File: src/rtl/riscv_mu_hazard_ctrl_mc.sv
// Hazard, stall and flush controller for the riscv pipeline.
// Tracks in-flight memory transactions per channel, detects load-use hazards and stretches/defers flushes.
module riscv_mu_hazard_ctrl_mc #(
  parameter  int NUM_CH          = 2,
  parameter  int MAX_OUTSTANDING = 4,
  parameter  int BLOCKING        = 1,
  parameter  int REG_ADDR_W      = 5,
  parameter  int FLUSH_CYCLES    = 1,
  localparam int CNT_W           = $clog2(MAX_OUTSTANDING + 1)
) (
  input  logic                    clk,
  input  logic                    reset,
  input  logic                    enable,
  input  logic [NUM_CH-1:0]       i_req_valid,
  input  logic [NUM_CH-1:0]       i_req_ready,
  input  logic [NUM_CH-1:0]       i_rsp_valid,
  input  logic [REG_ADDR_W-1:0]   i_id_rs1,
  input  logic [REG_ADDR_W-1:0]   i_id_rs2,
  input  logic [1:0]              i_id_rs_used,
  input  logic [REG_ADDR_W-1:0]   i_ex_rd,
  input  logic                    i_ex_mem_read,
  input  logic                    i_jump_branch,
  output logic                    o_stall_if,
  output logic                    o_stall_id,
  output logic                    o_stall_rd_reg,
  output logic                    o_stall_wr_reg,
  output logic                    o_stall_ex,
  output logic                    o_stall_mem,
  output logic                    o_bubble_ex,
  output logic                    o_flush_if,
  output logic                    o_flush_id,
  output logic                    o_flush_ex,
  output logic [NUM_CH*CNT_W-1:0] o_outstanding,
  output logic [1:0]              o_err
);

  localparam int FC_W = 4;
  localparam logic [CNT_W-1:0] CNT_MAX    = CNT_W'(MAX_OUTSTANDING);
  localparam logic [FC_W-1:0]  FLUSH_LOAD = FC_W'(FLUSH_CYCLES - 1);

  logic [NUM_CH-1:0][CNT_W-1:0] cnt_q, cnt_d;
  logic [NUM_CH-1:0] hs, stall_req, ovf_hit, unf_hit, cnt_flag;
  logic [1:0]        err_q;
  logic [FC_W-1:0]   flush_cnt_q, flush_cnt_d;
  logic              flush_pend_q, flush_pend_d;
  logic              mem_busy, flush_active, rs1_hit, rs2_hit, lu_raw, load_use;

  assign hs        = i_req_valid & i_req_ready;
  assign stall_req = i_req_valid & ~i_req_ready;

  // Simultaneous accept and response cancel out; illegal moves hold the count and flag an error.
  always_comb begin
    cnt_d   = cnt_q;
    ovf_hit = '0;
    unf_hit = '0;
    for (int c = 0; c < NUM_CH; c++) begin
      if (hs[c] && !i_rsp_valid[c]) begin
        if (cnt_q[c] == CNT_MAX) ovf_hit[c] = 1'b1;
        else                     cnt_d[c]   = cnt_q[c] + CNT_W'(1);
      end else if (i_rsp_valid[c] && !hs[c]) begin
        if (cnt_q[c] == '0) unf_hit[c] = 1'b1;
        else                cnt_d[c]   = cnt_q[c] - CNT_W'(1);
      end
    end
  end

  always_comb begin
    cnt_flag = '0;
    for (int c = 0; c < NUM_CH; c++) begin
      cnt_flag[c] = (BLOCKING != 0) ? (cnt_d[c] != '0) : (cnt_d[c] == CNT_MAX);
    end
  end

  assign mem_busy     = (|cnt_flag) | (|stall_req);
  assign flush_active = !mem_busy && (i_jump_branch || flush_pend_q || (flush_cnt_q != '0));

  // A branch seen while memory is busy is remembered and issued on the first free cycle.
  always_comb begin
    flush_cnt_d  = flush_cnt_q;
    flush_pend_d = flush_pend_q;
    if (!mem_busy) begin
      if (i_jump_branch || flush_pend_q) begin
        flush_cnt_d  = FLUSH_LOAD;
        flush_pend_d = 1'b0;
      end else if (flush_cnt_q != '0) begin
        flush_cnt_d = flush_cnt_q - FC_W'(1);
      end
    end else if (i_jump_branch) begin
      flush_pend_d = 1'b1;
    end
  end

  assign rs1_hit  = i_id_rs_used[0] && (i_id_rs1 == i_ex_rd);
  assign rs2_hit  = i_id_rs_used[1] && (i_id_rs2 == i_ex_rd);
  assign lu_raw   = i_ex_mem_read && (i_ex_rd != '0) && (rs1_hit || rs2_hit);
  assign load_use = lu_raw && !mem_busy && !flush_active;

  always_ff @(posedge clk or posedge reset) begin
    if (reset) begin
      cnt_q        <= '0;
      err_q        <= '0;
      flush_cnt_q  <= '0;
      flush_pend_q <= 1'b0;
    end else if (enable) begin
      cnt_q        <= cnt_d;
      err_q        <= err_q | {|unf_hit, |ovf_hit};
      flush_cnt_q  <= flush_cnt_d;
      flush_pend_q <= flush_pend_d;
    end
  end

  assign o_stall_if     = mem_busy | load_use;
  assign o_stall_id     = mem_busy | load_use;
  assign o_stall_rd_reg = mem_busy | load_use;
  assign o_stall_wr_reg = mem_busy;
  assign o_stall_ex     = mem_busy;
  assign o_stall_mem    = mem_busy;
  assign o_bubble_ex    = load_use;
  assign o_flush_if     = flush_active;
  assign o_flush_id     = flush_active;
  assign o_flush_ex     = flush_active;
  assign o_outstanding  = cnt_q;
  assign o_err          = err_q;

endmodule

File: config.mk
export PLATFORM = sky130hd
export DESIGN_NAME = riscv_mu_hazard_ctrl_mc
export DESIGN_NICKNAME = d
export VERILOG_FILES = /design/src/rtl/riscv_mu_hazard_ctrl_mc.sv
export SDC_FILE = /design/constraint.sdc
export NUM_CORES = 1
export LEC_CHECK = 0
export ABC_AREA = 1
export CAP_MARGIN = 5
export CORE_UTILIZATION = 45
export CTS_CLUSTER_DIAMETER = 100
export DETAILED_ROUTE_END_ITERATION = 7
export PLACE_DENSITY = 0.81
export RECOVER_POWER = 50
export SLEW_MARGIN = 30
export SYNTH_ARGS = -nofsm -noshare
export SYNTH_HDL_FRONTEND = slang
export SYNTH_SLANG_ARGS = --single-unit
export TNS_END_PERCENT = 10
File: constraint.sdc
create_clock -name clk -period 3.45 [get_ports clk]
set_input_delay 0.345 -clock clk [delete_from_list [all_inputs] [get_ports clk]]
set_output_delay 0.345 -clock clk [all_outputs]
set_load 0.02 [all_outputs]
==> impl_metrics.csv, run 1 <==
group,metric,value,unit
status,status,"finished clean",
clocking,clk_latency,0.29,ns
timing,finalSetupViolCount,0,
clocking,postCtsSetupRepairBufs,0,
power,pwr-share-comb,66.1,%
synth,synthAdderAreaFrac,7.87,%
worst_hold_path,min_from,"o_err[0]",
setup_path,path_common_cell,"nand2_2",
clocking,cts.path.max_buffers,2,
place,dp_hpwl,2600,um
setup_path,crit_slowest_cell,"clkdlybuf4s50_1",
die,die_x,55.2,um
timing,post-route-min-period,3.08,ns
final_layout,nNetsFinal,263,
clocking,cts_tree,"done",
setup_path,startpoint_type,"flip-flop",
synth,synth_compound_area_share,13.2,%
global_routing,grt_usage,22.4,%
die,initial_utilization,49.6,%
timing,rsz0062_at_grt,"false",
synth,async_flop_share,100,%
timing,hold_viol_final,0,
global_routing,grt_pass1_wl,4800,um
drt,postRouteAntennaNets,0,
power,p_per_area,619,nW/um^2
final_layout,n_fill_cell,236,
synth,synth_edf_count,0,
drt,drt_iter0_markers,44,
worst_hold_path,whs_endpoint,"o_err[0]",
drt,drtPass1Iterations,4,
setup_path,r2r_cells,12,
clocking,cts_max_level,1,
clocking,cts_resized,0,
die,fp.dieH,55.2,um
setup_path,r2r_start,"o_outstanding[0]",
global_routing,grt_pass1_vias,1168,
drt,vias,1360,
die,die-area,3040,sq um
synth,avgSynthCellArea,6.88,sq um
die,std_cell_rows,18,
synth,synth_ff_type,"dfrtp_1",
drt,drc,0,
setup_path,reg2reg_slack,1.43,ns
setup_path,endpoint_kind,"output port",
final_layout,final_common_cell,"nand2_1",
synth,synthXorXnorAreaFrac,3.44,%
synth,muxShareOfSynthArea,0,%
synth,netlist_area,1270,sq um
power,p_clk_share,9.2,%
power,internal-power,0.546,mW
timing,fin_tns_setup,0,ns
die,ios,46,
global_routing,grt_overflow,0,
worst_hold_path,hold_class,"flip-flop to flip-flop",
synth,yosys-top-cells-area,"dfrtp_1 (26%), nand2_1 (14%), ha_1 (7.9%)",
power,p_sw,0.521,mW
synth,synth_warnings,0,
clocking,cts.sinks,13,
final_layout,diodes,0,
synth,synth-simple-area-share,39.1,%
final_layout,post_route_cells_drive_above_1_share,8.85,%
synth,synth_top_family_by_area,"simple AND/OR/NAND/NOR gates",
setup_path,path_cells,"inv_1, ha_1, nand2_2, nand3_1, nand2_1, nand2_1, nand2_2, nand3_1, nor2_1, nand2_2, nor2_1, clkdlybuf4s50_1",
clocking,cts.clk_slew.worst_paths,0.10,ns
place,port_buffers,45,
power,swShare,48.8,%
clocking,numCtsBuffers,3,
synth,syn_inst,185,
power,seqPwrFrac,24.6,%
synth,yosys.area.top_type_share,25.6,%
drt,viasPerCell,5.31,
global_routing,antenna_found_initial,0,
setup_path,critical_path_required,3.11,ns
setup_path,crit_arrival,2.73,ns
setup_path,regToRegEndpoint,"flush_cnt_q[0]",
power,power_leakage,0.788,nW
flow_run,maxCapViolations,0,
synth,syn_nets,221,
synth,ys_seq_area_share,25.6,%
final_layout,syn_to_final_growth,35.5,%
synth,ys_types,30,
setup_path,critPathKind,"flip-flop to output port",
timing,worst_slack,0.375,ns
synth,yosysTopAreaCell,"dfrtp_1",
timing,slew_viol_final,0,
setup_path,max_stage_delay,0.63,ns
clocking,cts_root_buffer,"clkbuf_4",
setup_path,path_buf_inv,2,
place,gp_congestion,0.883,
place,place_ws,0.534,ns
timing,worst_pin_slew,0.662,ns
timing,post-route-period-util,89.1,%
timing,max_freq,0.325,GHz
die,core-area,2570,sq um
global_routing,grt_max_degree,20,
power,ir_drop,0.430,mV
synth,synth-seq-cells,13,
setup_path,path_delay_family,"simple AND/OR/NAND/NOR gates",
timing,relSlewSlack,55.7,%
timing,fin_worst_skew,0.0190,ns
drt,wire_per_inst,12.3,um
clocking,cts.hold.buffers_added,0,
drt,routed_wl,3150,um
setup_path,cp_max_fo,6,
final_layout,final_cell_mix,"nand2_1 (48), clkdlybuf4s50_1 (40), inv_1 (20)",
worst_hold_path,min_path_cells,1,
final cells by class:
| type | instances | area [sq um] | area share, % |
|---|---|---|---|
| Multi-Input combinational cell | 142 | 802 | 46.5 |
| Timing Repair Buffer | 45 | 450 | 26.1 |
| Sequential cell | 13 | 325 | 18.9 |
| Inverter | 22 | 82.6 | 4.79 |
| Tap cell | 30 | 37.5 | 2.18 |
| Clock buffer | 4 | 26.3 | 1.52 |
logic make-up after synthesis:
kind of cell | Yosys count
xor+xnor | 5
flops | 13
compound gates | 28
simple gates | 101
fa+ha+maj | 8
buf+inv | 30
worst max-delay path by stage:
stage,from,to,cells after the start,slack (ns)
after global routing,o_outstanding[0],o_flush_ex,12,0.16
final,o_outstanding[0],o_flush_id,12,0.37
after CTS,o_outstanding[0],o_flush_id,12,0.37
after global placement,i_req_valid[0],o_flush_ex,12,0.64
after floorplan,o_outstanding[0],o_flush_id,12,0.94
after detailed placement,i_req_ready[0],o_flush_id,12,0.53
power by group through the flow:
stage / sequential [mW] / combinational, mW / clock, mW
final: 0.263 / 0.706 / 0.0986
after global routing: 0.273 / 0.790 / 0.106
after CTS: 0.263 / 0.718 / 0.103
after detailed placement: 0.266 / 0.714 / 0
after global placement: 0.262 / 0.694 / 0
after floorplan: 0.301 / 0.457 / 0
sequential cells by signal, summed over array words and instances, names as in the netlist:
| register | cells |
|---|---|
| o_outstanding | 6 |
| flush_cnt_q | 4 |
| o_err | 2 |
| flush_pend_q | 1 |
cell usage after synthesis (2+ instances only):
master and instances:
nor2_1 16, nand2_1 46, buf_2 2, nand3_1 8, o21ai_0 10, a21oi_1 6, o22ai_1 4, inv_1 20
nand2_2 10, nor2_4 3, buf_4 6, dfrtp_1 13, xnor2_1 5, ha_1 8, nand4_1 11, inv_2 2
nor3_1 2
through the flow:
stage               cell area, sq um  util, %  hold WS (ns)  total power, mW  cells
floorplan                       1270        -         0.222            0.758    185
global placement                1710     66.4         0.441            0.956    252
CTS                             1730     67.4         0.398             1.08    256
detailed placement              1710     66.4         0.452            0.980    252
finish                          1720     67.2         0.455             1.07    256
global route                    1720     67.2         0.480             1.17    256
routing by layer:
layer  track usage, %  vias to the layer above  share of wire, %
met5                0                        -                 0
met4             7.50                        0               1.3
met3             4.10                        6               4.5
met2             41.6                       47                53
met1             25.4                      619                41
li1                 -                      688                 -
Note: power is estimated with default switching activity, not from simulation.
==> inputs of run 2 (changes only) <==
--- a/config.mk
+++ b/config.mk
@@ -13,4 +13,5 @@
 export PLACE_DENSITY = 0.81
 export RECOVER_POWER = 50
+export SETUP_SLACK_MARGIN = 0.1
 export SLEW_MARGIN = 30
 export SYNTH_ARGS = -nofsm -noshare
==> constraint.sdc (replaced) <==
create_clock -name clk -period 3.45 [get_ports clk]
set_input_delay 0.345 -clock clk [delete_from_list [all_inputs] [get_ports clk]]
set_output_delay 0.345 -clock clk [all_outputs]
set_load 0.005 [all_outputs]
==> run 2 against run 1 <==
Clock power about the same. Critical path depth unchanged. Total power fell by 6.9%. Largest power group unchanged. Sequential share of layout area decreased by 0.055 points. Fmax rose by 5.9%. Critical path type unchanged. Die area unchanged. Count of clock-buffer cells in the layout unchanged. Highest routed layer unchanged. Combinational power fell by 10%.
==> impl_metrics.csv, run 2 (synthesized netlist as in run 1, its figures left out) <==
group,metric,value,unit
setup_path,path_buf_inv,2,
timing,relSlewSlack,56.7,%
timing,slew_viol_final,0,
status,status,"finished clean",
drt,routed_wl,3090,um
clocking,cts.sinks,13,
setup_path,path_common_cell,"nand2_2",
die,fp.dieH,55.2,um
setup_path,crit_arrival,2.56,ns
worst_hold_path,hold_class,"flip-flop to flip-flop",
drt,drt_iter0_markers,16,
timing,max_freq,0.344,GHz
setup_path,path_delay_family,"simple AND/OR/NAND/NOR gates",
final_layout,final_common_cell,"nand2_1",
final_layout,post_route_cells_drive_above_1_share,9.73,%
final_layout,final_cell_mix,"nand2_1 (46), clkdlybuf4s50_1 (38), inv_1 (20)",
global_routing,grt_max_degree,20,
timing,rsz0062_at_grt,"false",
place,gp_congestion,0.883,
drt,viasPerCell,5.21,
clocking,cts.path.max_buffers,2,
setup_path,critical_path_required,3.11,ns
clocking,cts.clk_slew.worst_paths,0.09,ns
clocking,cts.hold.buffers_added,0,
global_routing,grt_pass1_vias,1153,
place,post-place-cells,252,
clocking,cts_root_buffer,"clkbuf_4",
drt,vias,1333,
timing,finalSetupViolCount,0,
power,p_per_area,574,nW/um^2
setup_path,path_cells,"inv_1, ha_1, nand2_2, nand3_1, nand2_1, nand2_1, nand2_2, nand3_1, nor2_1, nand2_2, nor2_1, clkdlybuf4s50_1",
final_layout,final_cells,256,
die,die-area,3040,sq um
die,die_x,55.2,um
drt,postRouteAntennaNets,0,
timing,fin_tns_setup,0,ns
setup_path,critPathKind,"flip-flop to output port",
place,dp_hpwl,2570,um
global_routing,grt_pass1_wl,4800,um
setup_path,endpoint_kind,"output port",
timing,post-route-period-util,84.2,%
power,ir_drop,0.393,mV
clocking,cts_max_level,1,
timing,worst_pin_slew,0.647,ns
clocking,cts_tree,"done",
final_layout,largest_reg_flops,6,
final_layout,nNetsFinal,263,
drt,wire_per_inst,12.1,um
global_routing,grt_usage,22.4,%
power,total_power,0.993,mW
setup_path,startpoint_type,"flip-flop",
timing,hold-worst-slack,0.457,ns
die,initial_utilization,49.6,%
drt,drc,0,
die,ios,46,
clocking,cts_resized,0,
clocking,postCtsSetupRepairBufs,0,
final_layout,syn_to_final_growth,35.9,%
die,core-area,2570,sq um
drt,drtPass1Iterations,4,
global_routing,grt_overflow,0,
timing,hold_viol_final,0,
final_layout,n_fill_cell,230,
flow_run,maxCapViolations,0,
setup_path,cp_max_fo,6,
final_layout,diodes,0,
setup_path,crit_slowest_cell,"clkdlybuf4s50_1",
clocking,numCtsBuffers,3,
clocking,clk_latency,0.29,ns
timing,fin_worst_skew,0.0162,ns
timing,post-route-min-period,2.90,ns
die,std_cell_rows,18,
setup_path,max_stage_delay,0.53,ns
global_routing,antenna_found_initial,0,
place,port_buffers,45,
power,power_leakage,0.791,nW
## run 2: cell count changes in the layout (fill, tap and decap cells not counted)
cell             before  now
clkdlybuf4s50_1      40   38
dlygate4sd3_1         5    7
nand2_1              48   46
nand2_2               8   10
## run 2: cell type report
| cell class | instances | area (sq um) | share of cell area, % |
|---|---|---|---|
| Timing Repair Buffer | 45 | 450 | 26.0 |
| Inverter | 22 | 82.6 | 4.78 |
| Multi-Input combinational cell | 142 | 807 | 46.7 |
| Tap cell | 30 | 37.5 | 2.17 |
| Clock buffer | 4 | 26.3 | 1.52 |
| Sequential cell | 13 | 325 | 18.8 |
## run 2: power by group
part	switching (mW)	internal [mW]	leakage, nW
Clock	0.0537	0.0449	0.0150
Sequential	0.0562	0.206	0.161
Combinational	0.342	0.291	0.616
## run 2: per-layer routing
metal | up-vias | share of wire, % | global-route usage (%)
met5 | - | 0 | 0
met4 | 0 | 1.8 | 9.17
met3 | 6 | 4.9 | 6.01
met2 | 34 | 50 | 37.6
met1 | 600 | 44 | 26.9
li1 | 693 | - | -
## run 2: metrics by stage
step | instance area, sq um | setup WS [ns] | util, %
after floorplan | 1270 | 1.37 | -
after global placement | 1710 | 0.743 | 66.4
after detailed placement | 1710 | 0.648 | 66.4
after CTS | 1730 | 0.524 | 67.4
after global routing | 1730 | 0.318 | 67.3
final | 1730 | 0.545 | 67.3
## run 2: final timing paths
kind	slack [ns]	end	cells after the start	start
worst max register to register	1.50	flush_cnt_q[2]	12	o_outstanding[0]
worst min-delay path	0.46	o_err[0]	1	o_err[0]
min in group asynchronous	0.52	o_outstanding[5]	2	reset
max in group asynchronous	2.58	o_outstanding[3]	2	reset
worst min register to register	0.46	o_err[0]	1	o_err[0]
worst max-delay path	0.55	o_flush_id	12	o_outstanding[0]
==> inputs of run 3 (changes only) <==
Clock period 3.45 ns to 2.7 ns, I/O delays scaled along.
==> run 3 against run 2 <==
Flip-flop and latch count is the same. Register-to-register slack got worse by 0.63 ns. Via count increased by 5.2%. Cell area grew 6.7%. Largest power group unchanged. Combinational power grew 49%. Non-clock buffer count grew 8. Clock power increased by 19%. Critical path depth decreased by 2. First-iteration DRC count grew to 3.2 times the previous value. Cell count increased by 3.1%. Critical endpoint is now o_stall_mem.
==> impl_metrics.csv, run 3 (synthesized netlist as in run 1, its figures left out) <==
group,metric,value,unit
status,status,"finished clean",
clocking,cts.hold.buffers_added,0,
drt,viasPerCell,5.31,
final_layout,final_common_cell,"nand2_1",
die,std_cell_rows,18,
die,die-area,3040,sq um
final_layout,design_area,1850,sq um
power,ir_drop,0.532,mV
timing,post-route-period-util,94.3,%
worst_hold_path,hold_class,"input pin to async pin",
clocking,cts_max_level,1,
place,gp_congestion,0.840,
setup_path,endpoint_kind,"output port",
clocking,cts_root_buffer,"clkbuf_4",
flow_run,maxCapViolations,0,
timing,fin_worst_skew,0.00519,ns
timing,post-route-min-period,2.55,ns
timing,worst_slack,0.154,ns
die,die_x,55.2,um
place,place_ws,0.0478,ns
timing,rsz0062_at_grt,"true",
clocking,cts.path.max_buffers,2,
timing,slew_viol_final,0,
drt,routed_wl,3280,um
setup_path,startpoint_type,"flip-flop",
drt,dr_wl_met2,1770,um
timing,relSlewSlack,66.4,%
clocking,clk_latency,0.27,ns
final_layout,diodes,0,
setup_path,critical_path_required,2.43,ns
drt,postRouteAntennaNets,0,
setup_path,r2r_start,"o_outstanding[0]",
timing,finalSetupViolCount,0,
drt,drtPass1Iterations,4,
drt,wl_met1,1360,um
global_routing,grt_usage,23.5,%
timing,fin_tns_setup,0,ns
timing,worst_pin_slew,0.503,ns
final_layout,final_cell_mix,"nand2_1 (44), clkdlybuf4s50_1 (34), inv_1 (18)",
clocking,cts.clk_slew.worst_paths,0.08,ns
place,dp_hpwl,2690,um
timing,hold_viol_final,0,
power,total_power,1.38,mW
power,power_leakage,0.886,nW
place,port_buffers,45,
drt,vias,1402,
setup_path,worstSetupStartpoint,"o_outstanding[3]",
setup_path,r2r_cells,13,
die,core-area,2570,sq um
global_routing,antenna_found_initial,0,
setup_path,regToRegEndpoint,"flush_cnt_q[0]",
global_routing,grt_pass1_vias,1277,
drt,highest_layer,"met4",
timing,max_freq,0.393,GHz
global_routing,grt_max_degree,14,
clocking,cts.sinks,13,
final_layout,nNetsFinal,271,
setup_path,reg2reg_slack,0.87,ns
clocking,numCtsBuffers,3,
drt,wire_per_inst,12.4,um
drt,wl_met3,123,um
final_layout,syn_to_final_growth,45.0,%
final_layout,final_util,71.9,%
clocking,cts_tree,"done",
final_layout,largest_reg_flops,6,
place,place_area,1710,sq um
final_layout,post_route_cells_drive_above_1_share,17.5,%
setup_path,cp_max_fo,3,
die,ios,46,
power,p_per_area,750,nW/um^2
global_routing,grt_pass1_wl,5150,um
drt,drc,0,
setup_path,crit_arrival,2.28,ns
drt,drt_iter0_markers,51,
global_routing,grt_overflow,0,
die,initial_utilization,49.6,%
setup_path,critPathKind,"flip-flop to output port",
die,fp.dieH,55.2,um
## run 3: where the power goes
group          internal (mW)  leakage [nW]  total [mW]  switching (mW)
combinational          0.444         0.710       0.942           0.498
sequential             0.263         0.161       0.325          0.0623
clock                 0.0572        0.0150       0.117          0.0603
## run 3: timing repair
| action | CTS | global route |
|---|---|---|
| resized for setup | 11 | 9 |
| buffers inserted | 6 | 1 |
| pin swaps | 2 | 1 |
| cloned | 0 | 0 |
| setup endpoints to repair | 9 | 9 |
## run 3: critical path, stage by stage (launching register included)
cell and delay (ns):
dfrtp_1 0.40, buf_4 0.16, ha_1 0.20, xnor2_1 0.15
nand2_1 0.08, nand2_2 0.08, nand2_4 0.07, nor3_4 0.18
nand2_2 0.11, buf_4 0.15, clkdlybuf4s50_1 0.45
## run 3: layer usage
metal	track usage (%)	up-vias
met4	7.08	0
met5	0	-
li1	-	707
met3	2.73	2
met1	27.0	651
met2	44.6	42
## run 3: layout make-up
class | instances | area (sq um)
Fill cell | 216 | 722
Inverter | 22 | 82.6
Clock buffer | 4 | 26.3
Multi-Input combinational cell | 142 | 847
Sequential cell | 13 | 325
Timing Repair Buffer | 53 | 527
Tap cell | 30 | 37.5
## run 3: through the flow
| step | cells | hold WS, ns |
|---|---|---|
| after global placement | 253 | 0.443 |
| after floorplan | 185 | 0.147 |
| after global routing | 264 | 0.494 |
| final | 264 | 0.455 |
| after CTS | 263 | 0.338 |
| after detailed placement | 253 | 0.463 |
## run 3: worst max path at each step
stage          cells past startpoint  slack (ns)              to
2_1_floorplan                     11        0.70      o_flush_id
3_3_place_gp                      12        0.14      o_flush_ex
3_5_place_dp                      12        0.05      o_flush_id
4_1_cts                           11        0.10      o_flush_id
5_1_grt                           10       0.004  o_stall_wr_reg
6_report                          10        0.15     o_stall_mem
